==> src/rtl/uart_word_pkg.sv <==
// Shared types and elaboration-time helpers for the UART receive-side word joiner.
package uart_word_pkg;

  typedef enum logic {
    IDLE    = 1'b0,
    COLLECT = 1'b1
  } state_t;

  // One UART character on the line: start bit, 8 data bits, stop bit.
  localparam int BITS_PER_CHAR = 10;

  function automatic int num_parts(input int word_size, input int word_part);
    return word_size / word_part;
  endfunction

  function automatic int timeout_cycles(input int clq_freq, input int baud_rate,
                                        input int timeout_chars);
    return timeout_chars * BITS_PER_CHAR * (clq_freq / baud_rate);
  endfunction

endpackage

==> src/rtl/word_fifo.sv <==
// First-word-fall-through synchronous FIFO; a push while full is accepted when a pop
// happens on the same edge.
module word_fifo #(
  parameter int WIDTH = 32,
  parameter int DEPTH = 64
) (
  input  logic             clock,
  input  logic             rstn,
  input  logic             w_enable,
  input  logic             r_enable,
  input  logic [WIDTH-1:0] data_in,
  output logic [WIDTH-1:0] data_out,
  output logic             full,
  output logic             empty
);

  localparam int AW = $clog2(DEPTH);

  logic [WIDTH-1:0] r_mem [DEPTH];
  logic [AW-1:0]    r_wr_ptr;
  logic [AW-1:0]    r_rd_ptr;
  logic [AW:0]      r_count;
  logic             w_push;
  logic             w_pop;

  assign w_pop  = r_enable && !empty;
  assign w_push = w_enable && (!full || w_pop);

  // NOTE: the storage array has no reset; only pointers and the count are cleared,
  // and data_out is masked while empty so nothing stale is ever visible.
  always_ff @(posedge clock) begin
    if (w_push) begin
      r_mem[r_wr_ptr] <= data_in;
    end
  end

  // NOTE: sequential state uses non-blocking assignments so every register samples
  // the pre-edge values of its neighbours.
  always_ff @(posedge clock or negedge rstn) begin
    if (!rstn) begin
      r_wr_ptr <= '0;
      r_rd_ptr <= '0;
      r_count  <= '0;
    end else begin
      if (w_push) begin
        r_wr_ptr <= r_wr_ptr + AW'(1);
      end
      if (w_pop) begin
        r_rd_ptr <= r_rd_ptr + AW'(1);
      end
      case ({w_push, w_pop})
        2'b10:   r_count <= r_count + (AW+1)'(1);
        2'b01:   r_count <= r_count - (AW+1)'(1);
        default: r_count <= r_count;
      endcase
    end
  end

  assign full     = (r_count == (AW+1)'(DEPTH));
  assign empty    = (r_count == '0);
  assign data_out = empty ? '0 : r_mem[r_rd_ptr];

endmodule

==> src/rtl/uart_word_join.sv <==
// Reassembles UART characters into words (least-significant part first), discards
// stale partial words after an idle timeout, and queues complete words in a FWFT FIFO.
module uart_word_join
  import uart_word_pkg::*;
#(
  parameter int WORD_SIZE     = 32,
  parameter int WORD_PART     = 8,
  parameter int MEM_SIZE      = 64,
  parameter int CLQ_FREQ      = 200_000_000,
  parameter int BAUD_RATE     = 115200,
  parameter int TIMEOUT_CHARS = 4
) (
  input  logic                                                 clock,
  input  logic                                                 rstn,
  input  logic [WORD_PART-1:0]                                 part_in,
  input  logic                                                 part_valid,
  output logic [WORD_SIZE-1:0]                                 word_out,
  output logic                                                 valid_o,
  input  logic                                                 ready_i,
  output logic                                                 full,
  output logic                                                 empty,
  output logic                                                 overflow,
  output logic                                                 timeout_drop,
  output logic [$clog2(num_parts(WORD_SIZE, WORD_PART)):0]     part_cnt
);

  localparam int NUM_PARTS   = num_parts(WORD_SIZE, WORD_PART);
  localparam int TIMEOUT_CYC = timeout_cycles(CLQ_FREQ, BAUD_RATE, TIMEOUT_CHARS);
  localparam int CNT_W       = $clog2(NUM_PARTS) + 1;
  localparam int TMO_W       = (TIMEOUT_CYC > 1) ? $clog2(TIMEOUT_CYC) : 1;
  localparam logic [TMO_W-1:0] TMO_LAST =
    (TIMEOUT_CYC > 0) ? TMO_W'(TIMEOUT_CYC - 1) : '0;
  localparam logic [CNT_W-1:0] CNT_LAST = CNT_W'(NUM_PARTS - 1);

  state_t               r_state;
  state_t               w_state_next;
  logic [CNT_W-1:0]     r_part_cnt;
  logic [CNT_W-1:0]     w_part_cnt_next;
  logic [WORD_SIZE-1:0] r_asm;
  logic [WORD_SIZE-1:0] w_asm_next;
  logic [TMO_W-1:0]     r_tmo;
  logic [TMO_W-1:0]     w_tmo_next;
  logic [WORD_SIZE-1:0] w_word;
  logic                 w_complete;
  logic                 w_expire;
  logic                 w_pop;
  logic                 r_overflow;
  logic                 r_timeout_drop;
  logic                 w_fifo_full;
  logic                 w_fifo_empty;

  always_ff @(posedge clock or negedge rstn) begin
    if (!rstn) begin
      r_state        <= IDLE;
      r_part_cnt     <= '0;
      r_asm          <= '0;
      r_tmo          <= '0;
      r_overflow     <= 1'b0;
      r_timeout_drop <= 1'b0;
    end else begin
      r_state        <= w_state_next;
      r_part_cnt     <= w_part_cnt_next;
      r_asm          <= w_asm_next;
      r_tmo          <= w_tmo_next;
      r_overflow     <= w_complete && w_fifo_full && !w_pop;
      r_timeout_drop <= w_expire;
    end
  end

  // NOTE: every signal driven here gets a default first, so no path can infer a latch.
  always_comb begin
    w_state_next    = r_state;
    w_part_cnt_next = r_part_cnt;
    w_asm_next      = r_asm;
    w_tmo_next      = r_tmo;
    w_complete      = 1'b0;
    w_expire        = 1'b0;
    w_word          = r_asm;
    w_word[int'(r_part_cnt)*WORD_PART +: WORD_PART] = part_in;

    if (part_valid) begin
      // A part always wins over a coincident timeout expiry.
      w_tmo_next = '0;
      if (r_part_cnt == CNT_LAST) begin
        w_complete      = 1'b1;
        w_part_cnt_next = '0;
        w_asm_next      = '0;
        w_state_next    = IDLE;
      end else begin
        w_part_cnt_next = r_part_cnt + CNT_W'(1);
        w_asm_next      = w_word;
        w_state_next    = COLLECT;
      end
    end else if (r_state == COLLECT && TIMEOUT_CYC > 0) begin
      if (r_tmo == TMO_LAST) begin
        w_expire        = 1'b1;
        w_part_cnt_next = '0;
        w_asm_next      = '0;
        w_tmo_next      = '0;
        w_state_next    = IDLE;
      end else begin
        w_tmo_next = r_tmo + TMO_W'(1);
      end
    end
  end

  assign w_pop = !w_fifo_empty && ready_i;

  word_fifo #(
    .WIDTH (WORD_SIZE),
    .DEPTH (MEM_SIZE)
  ) u_fifo (
    .clock    (clock),
    .rstn     (rstn),
    .w_enable (w_complete),
    .r_enable (ready_i),
    .data_in  (w_word),
    .data_out (word_out),
    .full     (w_fifo_full),
    .empty    (w_fifo_empty)
  );

  assign valid_o      = !w_fifo_empty;
  assign full         = w_fifo_full;
  assign empty        = w_fifo_empty;
  assign overflow     = r_overflow;
  assign timeout_drop = r_timeout_drop;
  assign part_cnt     = r_part_cnt;

endmodule

==> config.mk <==
export PLATFORM = sky130hd
export DESIGN_NAME = uart_word_join
export DESIGN_NICKNAME = d
export VERILOG_FILES = /design/src/rtl/uart_word_pkg.sv /design/src/rtl/word_fifo.sv /design/src/rtl/uart_word_join.sv
export SDC_FILE = /design/constraint.sdc
export NUM_CORES = 2
export LEC_CHECK = 0
export CORE_MARGIN = 1
export CORE_UTILIZATION = 50
export DETAILED_ROUTE_END_ITERATION = 8
export GPL_ROUTABILITY_DRIVEN = 1
export GPL_TIMING_DRIVEN = 0
export PLACE_DENSITY = 0.65
export REMOVE_ABC_BUFFERS = 1
export SETUP_SLACK_MARGIN = 0.3
export SLEW_MARGIN = 10
export SYNTH_ARGS = -nofsm -noshare
export SYNTH_HDL_FRONTEND = slang
export SYNTH_SLANG_ARGS = --single-unit
==> constraint.sdc <==
create_clock -name clock -period 4.3 [get_ports clock]
set_clock_uncertainty 0.05 [all_clocks]
set_input_delay 0.86 -clock clock [delete_from_list [all_inputs] [get_ports clock]]
set_output_delay 0.86 -clock clock [all_outputs]
set_load 0.03 [all_outputs]
Word-level counts from Yosys, hierarchy flattened

Memory sizes are Yosys's and may differ from the RTL's.
Index checks and enable logic that the tools add are counted.

Register bits after elaboration: 74
Bits in latches: 0
Bits in writable memories: 2048
Memory bits (read-only): 0
Word-level logic and storage cells: 62
Memories kept: 1

Add/subtract/negate cells: 7
Multiply operators: 0
Div/mod/pow operators: 0
$lt $le $gt $ge: 0
Eq/ne operators: 5
Shift operators: 2
Muxes and demuxes: 25
Bitwise operators: 0
Reduce and logical (&&, ||, !) cells: 13

Memory list:

| memory       | depth | bits a word | read ports | clocked after Yosys merged registers in | write ports | RTL line        | source |
|---|---|---|---|---|---|---|---|
| u_fifo.r_mem | 64    | 32          | 1          | 0                                       | 1           | word_fifo.sv:19 | `logic [WIDTH-1:0] r_mem [DEPTH];` |

Operator list:

| cell                                                   | number |
|---|---|
| 2-to-1 mux 32 bit                                      | 5 |
| 2-to-1 mux 17 bit                                      | 3 |
| negator 6 -> 33 bit                                    | 1 |
| variable shift 8 x 33 -> 32 bit (first input constant) | 1 |
| indexed part select 8 x 33 -> 32 bit                   | 1 |
| bitwise mux 32 bit                                     | 1 |
| adder 17 x 1 -> 17 bit (second input constant)         | 1 |
| == test 17 bit (second input constant)                 | 1 |
| case mux 7 bit (2 select lines)                        | 1 |
| adder 6 x 1 -> 6 bit (second input constant)           | 2 |
| 2-to-1 mux 3 bit                                       | 4 |
| 2-to-1 mux 1 bit                                       | 11 |
| adder 7 x 1 -> 7 bit (second input constant)           | 1 |
| == test 7 bit (second input constant)                  | 1 |
| zero test 7 bit                                        | 1 |
| subtractor 7 x 1 -> 7 bit (second input constant)      | 1 |
| nonzero test 2 bit                                     | 3 |
| logical AND 1 bit                                      | 4 |
| adder 3 x 1 -> 3 bit (second input constant)           | 1 |
| == test 3 x 2 -> 1 bit (second input constant)         | 1 |
| zero test 1 bit                                        | 3 |
| == test 2 x 1 -> 1 bit (second input constant)         | 1 |
| == test 2 bit (second input constant)                  | 1 |
| AND reduction 2 bit                                    | 1 |
| logical OR 1 bit                                       | 1 |

Depth between registers and ports, before layout

Word-level depth: 7
Mapped depth: 12

Hierarchy

From an unflattened synthesis, not the netlist that was laid out.

Cells, all modules: 3776
Area, all modules: 82027.4 um2

Modules (own cells, without submodules):

| module         | times used | cells an instance | area an instance (um2) | sequential area each (um2) |
|---|---|---|---|---|
| word_fifo      | 1          | 3521              | 79145.9                | 61974.4 |
| uart_word_join | 1          | 255               | 2881.5                 | 1376.3 |

Worst setup path before layout

Ideal clock, no wire load.

Path kind: input -> register
Start point: input part_valid
End point: memory u_fifo.r_mem[63][0] (enable)
Library setup time: 0.421 ns
Data arrival time: 3.435 ns
Required time: 3.829 ns
Path slack: 0.394 ns
Stages on the path: 7
Path through: buf_2 > nand3b_1 > a41oi_1 > and2_0 > clkbuf_1 > nand3_2 > nor2_1

Cells in the longest elaborated chain, start to end: 4

RTL lines:

| item                                   | RTL line             | source |
|---|---|---|
| start: declaration                     | uart_word_join.sv:16 | `input logic part_valid,` |
| 2-to-1 mux 1 bit                       | uart_word_join.sv:81 | `if (part_valid) begin` |
| logical AND 1 bit                      | word_fifo.sv:27      | `assign w_push = w_enable && (!full \|\| w_pop);` |
| 2-to-1 mux 1 bit                       | word_fifo.sv:32      | `if (w_push) begin` |
| 2-to-1 mux 1 bit (implied by the code) | word_fifo.sv:33      | `r_mem[r_wr_ptr] <= data_in;` |
| end: declaration                       | word_fifo.sv:19      |  |

No other way between the ends.

Worst setup path in the final report

Start point: register u_fifo.r_rd_ptr[0]
End point: output word_out[19]

Cells in the longest elaborated chain, start to end: 2

RTL lines:

| item                     | RTL line             | source |
|---|---|---|
| start: declaration       | word_fifo.sv:21      | `logic [AW-1:0] r_rd_ptr;` |
| start signal: assignment | word_fifo.sv:49      | `r_rd_ptr <= r_rd_ptr + AW'(1);` |
| memory (64 x 32 bit)     | n/a                  |  |
| 2-to-1 mux 32 bit        | word_fifo.sv:61      | `assign data_out = empty ? '0 : r_mem[r_rd_ptr];` |
| end: declaration         | uart_word_join.sv:17 | `output logic [WORD_SIZE-1:0] word_out,` |

No other way between the ends.

==> impl_metrics.csv <==
group,metric,value,unit
routing,drt-total-wl,234,mm
critical_path,crit_path_end_kind,"output port",
die,num_rows,148,
power_and_ir_drop,p_per_area,743,nW/um^2
global_routing,grt_antenna_before_repair,7,
sta,tns,-13.75,ns
logic_synthesis,synthTopCellsByArea,"edfxtp_1 (75%), mux4_2 (12%), mux2i_1 (3.4%)",
global_routing,grt-ovfl-total,0,
clock_tree,cts_buffers,206,
sta,fin_crit_sh,114,%
logic_synthesis,ys.flop_type,"edfxtp_1",
place,hpwlAfterDp,126,mm
die,initial_core_util,50.5,%
sta,drv_slew,0,
sta,max_clock_freq,0.204,GHz
logic_synthesis,synth_top_area_cell,"edfxtp_1",
logic_synthesis,syn_area,82400,um^2
global_routing,grt_max_degree,66,
sta,slew_headroom,22.9,%
power_and_ir_drop,intPower,48600,uW
critical_path,required,3.39,ns
routing,viasPerCell,6.56,
job,maxCapViolCount,0,
routing,vias,43500,
logic_synthesis,synth_most_common_cell,"edfxtp_1",
power_and_ir_drop,clkPwrFrac,23.6,%
logic_synthesis,synth_cell_types,69,
sta,finalHoldViolations,0,
finish,area_growth,22.1,%
critical_path,critical_path_class,"register to output port",
sta,timing.final.crit_period,4.90,ns
logic_synthesis,async_flop_share,3.49,%
status,status,"finished with violations",
power_and_ir_drop,swShare,34.9,%
power_and_ir_drop,ir_drop,0.000744,V
routing,drt-pass1-iter-count,6,
place,port_buffers,51,
power_and_ir_drop,power_switching,26100,uW
power_and_ir_drop,comb_power_share,40.3,%
die,ios,52,
logic_synthesis,postSynthCellCount,3829,
place,gp_congestion,0.780,
routing,first_iter_violations,6289,
global_routing,grt_pass1_wl,319,mm
logic_synthesis,ys_warn_count,0,
power_and_ir_drop,seq_power_share,36.1,%
finish,drive_gt1_share,33.3,%
die,chipHeight,408,um
finish,final_cells,6629,
power_and_ir_drop,leakagePower,0.0333,uW
die,die_x,408,um
clock_tree,htree_levels,4,
logic_synthesis,yosysTopAreaCellShare,74.6,%
routing,drc,0,
routing,routedWlPerCell,35.3,um
critical_path,cp-start-kind,"register",
clock_tree,tritoncts,"done",
finish,nets,4304,
critical_path,crit_fanout,6,
clock_tree,clock_path_buffers,3,
critical_path,worstPathArrival,3.99,ns
global_routing,grt_use_total,27.3,%
global_routing,first_global_vias,41700,
sta,final-setup-viol-count,32,
clock_tree,cts.sinks,2122,
die,core,163000,um^2
routing,ant_nets,0,
clock_tree,clock_latency,0.85,ns
sta,tightest_slew,1.16,ns
logic_synthesis,yosys-top-cells-count,"edfxtp_1 (2,048), mux4_2 (429), mux2i_1 (283)",
status,violations,"negative setup slack",
logic_synthesis,synth_seq_cells,2122,
sta,rsz0062_at_grt,"true",
place,dp.cells,5978,
clock_tree,cts_root_buffer,"clkbuf_16",
logic_synthesis,synth_edf_count,2048,
min_path,hold_path_class,"register to register",
logic_synthesis,synth_seq_area_share,76.8,%
logic_synthesis,syn_area_per_cell,21.5,um^2
clock_tree,clkTransAtPathRegs,0.06,ns
die,die_area,167000,um^2
sta,finalWorstSetupSlack,-0.598,ns
[power groups by stage]
| stage | sequential [uW] | combinational (uW) | clock [uW] |
|---|---|---|---|
| after global placement | 28500 | 14100 | 0 |
| after detailed placement | 27700 | 22800 | 0 |
| after CTS | 27000 | 28500 | 17700 |
| after floorplan | 28000 | 9820 | 0 |
| final | 27000 | 30100 | 17600 |
| after global routing | 27000 | 31100 | 18500 |
[layout by cell type, fill, tap and decap left out, types with 12 or more instances in the layout]
cell type        instances
a21oi_1                 34
buf_12                 112
mux2_4                  33
buf_8                   12
nor2_1                  61
nand3_1                 14
a22o_1                  53
o221ai_1                42
a22oi_1                 19
bufbuf_16               23
nor2b_1                 14
mux2_2                  18
buf_4                  136
nor2_4                  66
clkinv_1                50
mux4_2                 429
a211oi_1                26
a221oi_4                16
dfrtp_1                 68
a2111oi_4               17
nor2_2                  12
a211oi_4                18
nand2_1                 32
buf_6                   50
mux2i_1                248
mux2i_4                 13
edfxtp_1              2048
clkinv_2                34
o21ai_0                 41
inv_1                   13
o22ai_1                 27
clkbuf_16              214
mux2i_2                 22
buf_16                 100
clkbuf_1                54
bufinv_16               15
clkdlybuf4s50_1         17
[final cells by class]
cell class              instances  area, um^2
diodes                          2        5.00
clock buffers                 266        5490
clock inverters               114        1000
fillers                     10600       62500
inverters                      14        65.1
multi-input cells            1479       20200
flip-flops and latches       2122       63400
well taps                    2175        2720
repair buffers                457        7800
[critical path, cell delays in order (launching register included)]
cell and delay [ns]:
dfrtp_4 0.50, buf_16 0.15, buf_16 0.14, buf_16 0.16, buf_16 0.16, buf_4 0.15
buf_16 0.15, mux4_2 0.49, a2111oi_4 0.62, a221oi_4 0.14, a32o_2 0.32, buf_6 0.14
[cell families after synthesis]
family,Yosys count,synth area share [%]
multiplexers,763,15.9
flip-flops,2122,76.8
AND/OR/NAND/NOR,292,1.66
buffers and inverters,230,1.74
adder cells (fa/ha/maj),12,0.191
AO/OA/AOI/OAI,395,3.56
XOR/XNOR,15,0.159
[per-layer routing]
metal | share of wire [%] | vias up | global-route usage (%)
li1 | - | 17100 | -
met3 | 11 | 465 | 6.06
met2 | 47 | 2840 | 41.6
met5 | 0.020 | - | 0
met4 | 4.0 | 6 | 9.39
met1 | 38 | 23100 | 39.2
[path summary, 6_finish.rpt]
path                                          from                   to  slack [ns]  cells past startpoint
max in group asynchronous                     rstn            r_asm[29]        3.12                      3
min in group asynchronous                     rstn             r_tmo[9]        0.47                      2
worst max register to register         part_cnt[0]  u_fifo.r_mem[59][1]        0.07                      8
worst min register to register           r_asm[11]            r_asm[11]        0.45                      1
worst max-delay path            u_fifo.r_rd_ptr[0]         word_out[19]       -0.60                     11
worst min-delay path                     r_asm[11]            r_asm[11]        0.45                      1
[sequential cells by signal, indices dropped and copies added (netlist names)]
signal           cells
overflow             1
part_cnt             3
r_asm               32
r_state              1
r_tmo               17
timeout_drop         1
u_fifo.r_count       7
u_fifo.r_mem      2048
u_fifo.r_rd_ptr      6
u_fifo.r_wr_ptr      6
[stage by stage]
stage	hold slack [ns]	cell area [um^2]	total power [uW]	setup slack, ns	utilization, %
2_1_floorplan	0.393	81100	37900	-20.71	-
3_3_place_gp	0.427	84300	42600	-32.92	51.7
3_5_place_dp	0.432	88300	50500	-2.08	54.1
4_1_cts	0.427	99000	73200	-0.540	60.7
5_1_grt	0.463	101000	76600	-0.671	61.7
6_report	0.452	101000	74700	-0.598	61.7
[timing repair]
| item | CTS | global route |
|---|---|---|
| cloned | 48 | 4 |
| setup buffers | 112 | 104 |
| endpoints found under the hold margin | 27 | 0 |
| setup endpoints to repair | 1758 | 987 |
| hold buffers | 1 | 0 |
| gates resized for setup | 498 | 90 |
| pin swaps | 101 | 87 |
Power figures use the tool's default switching activity.
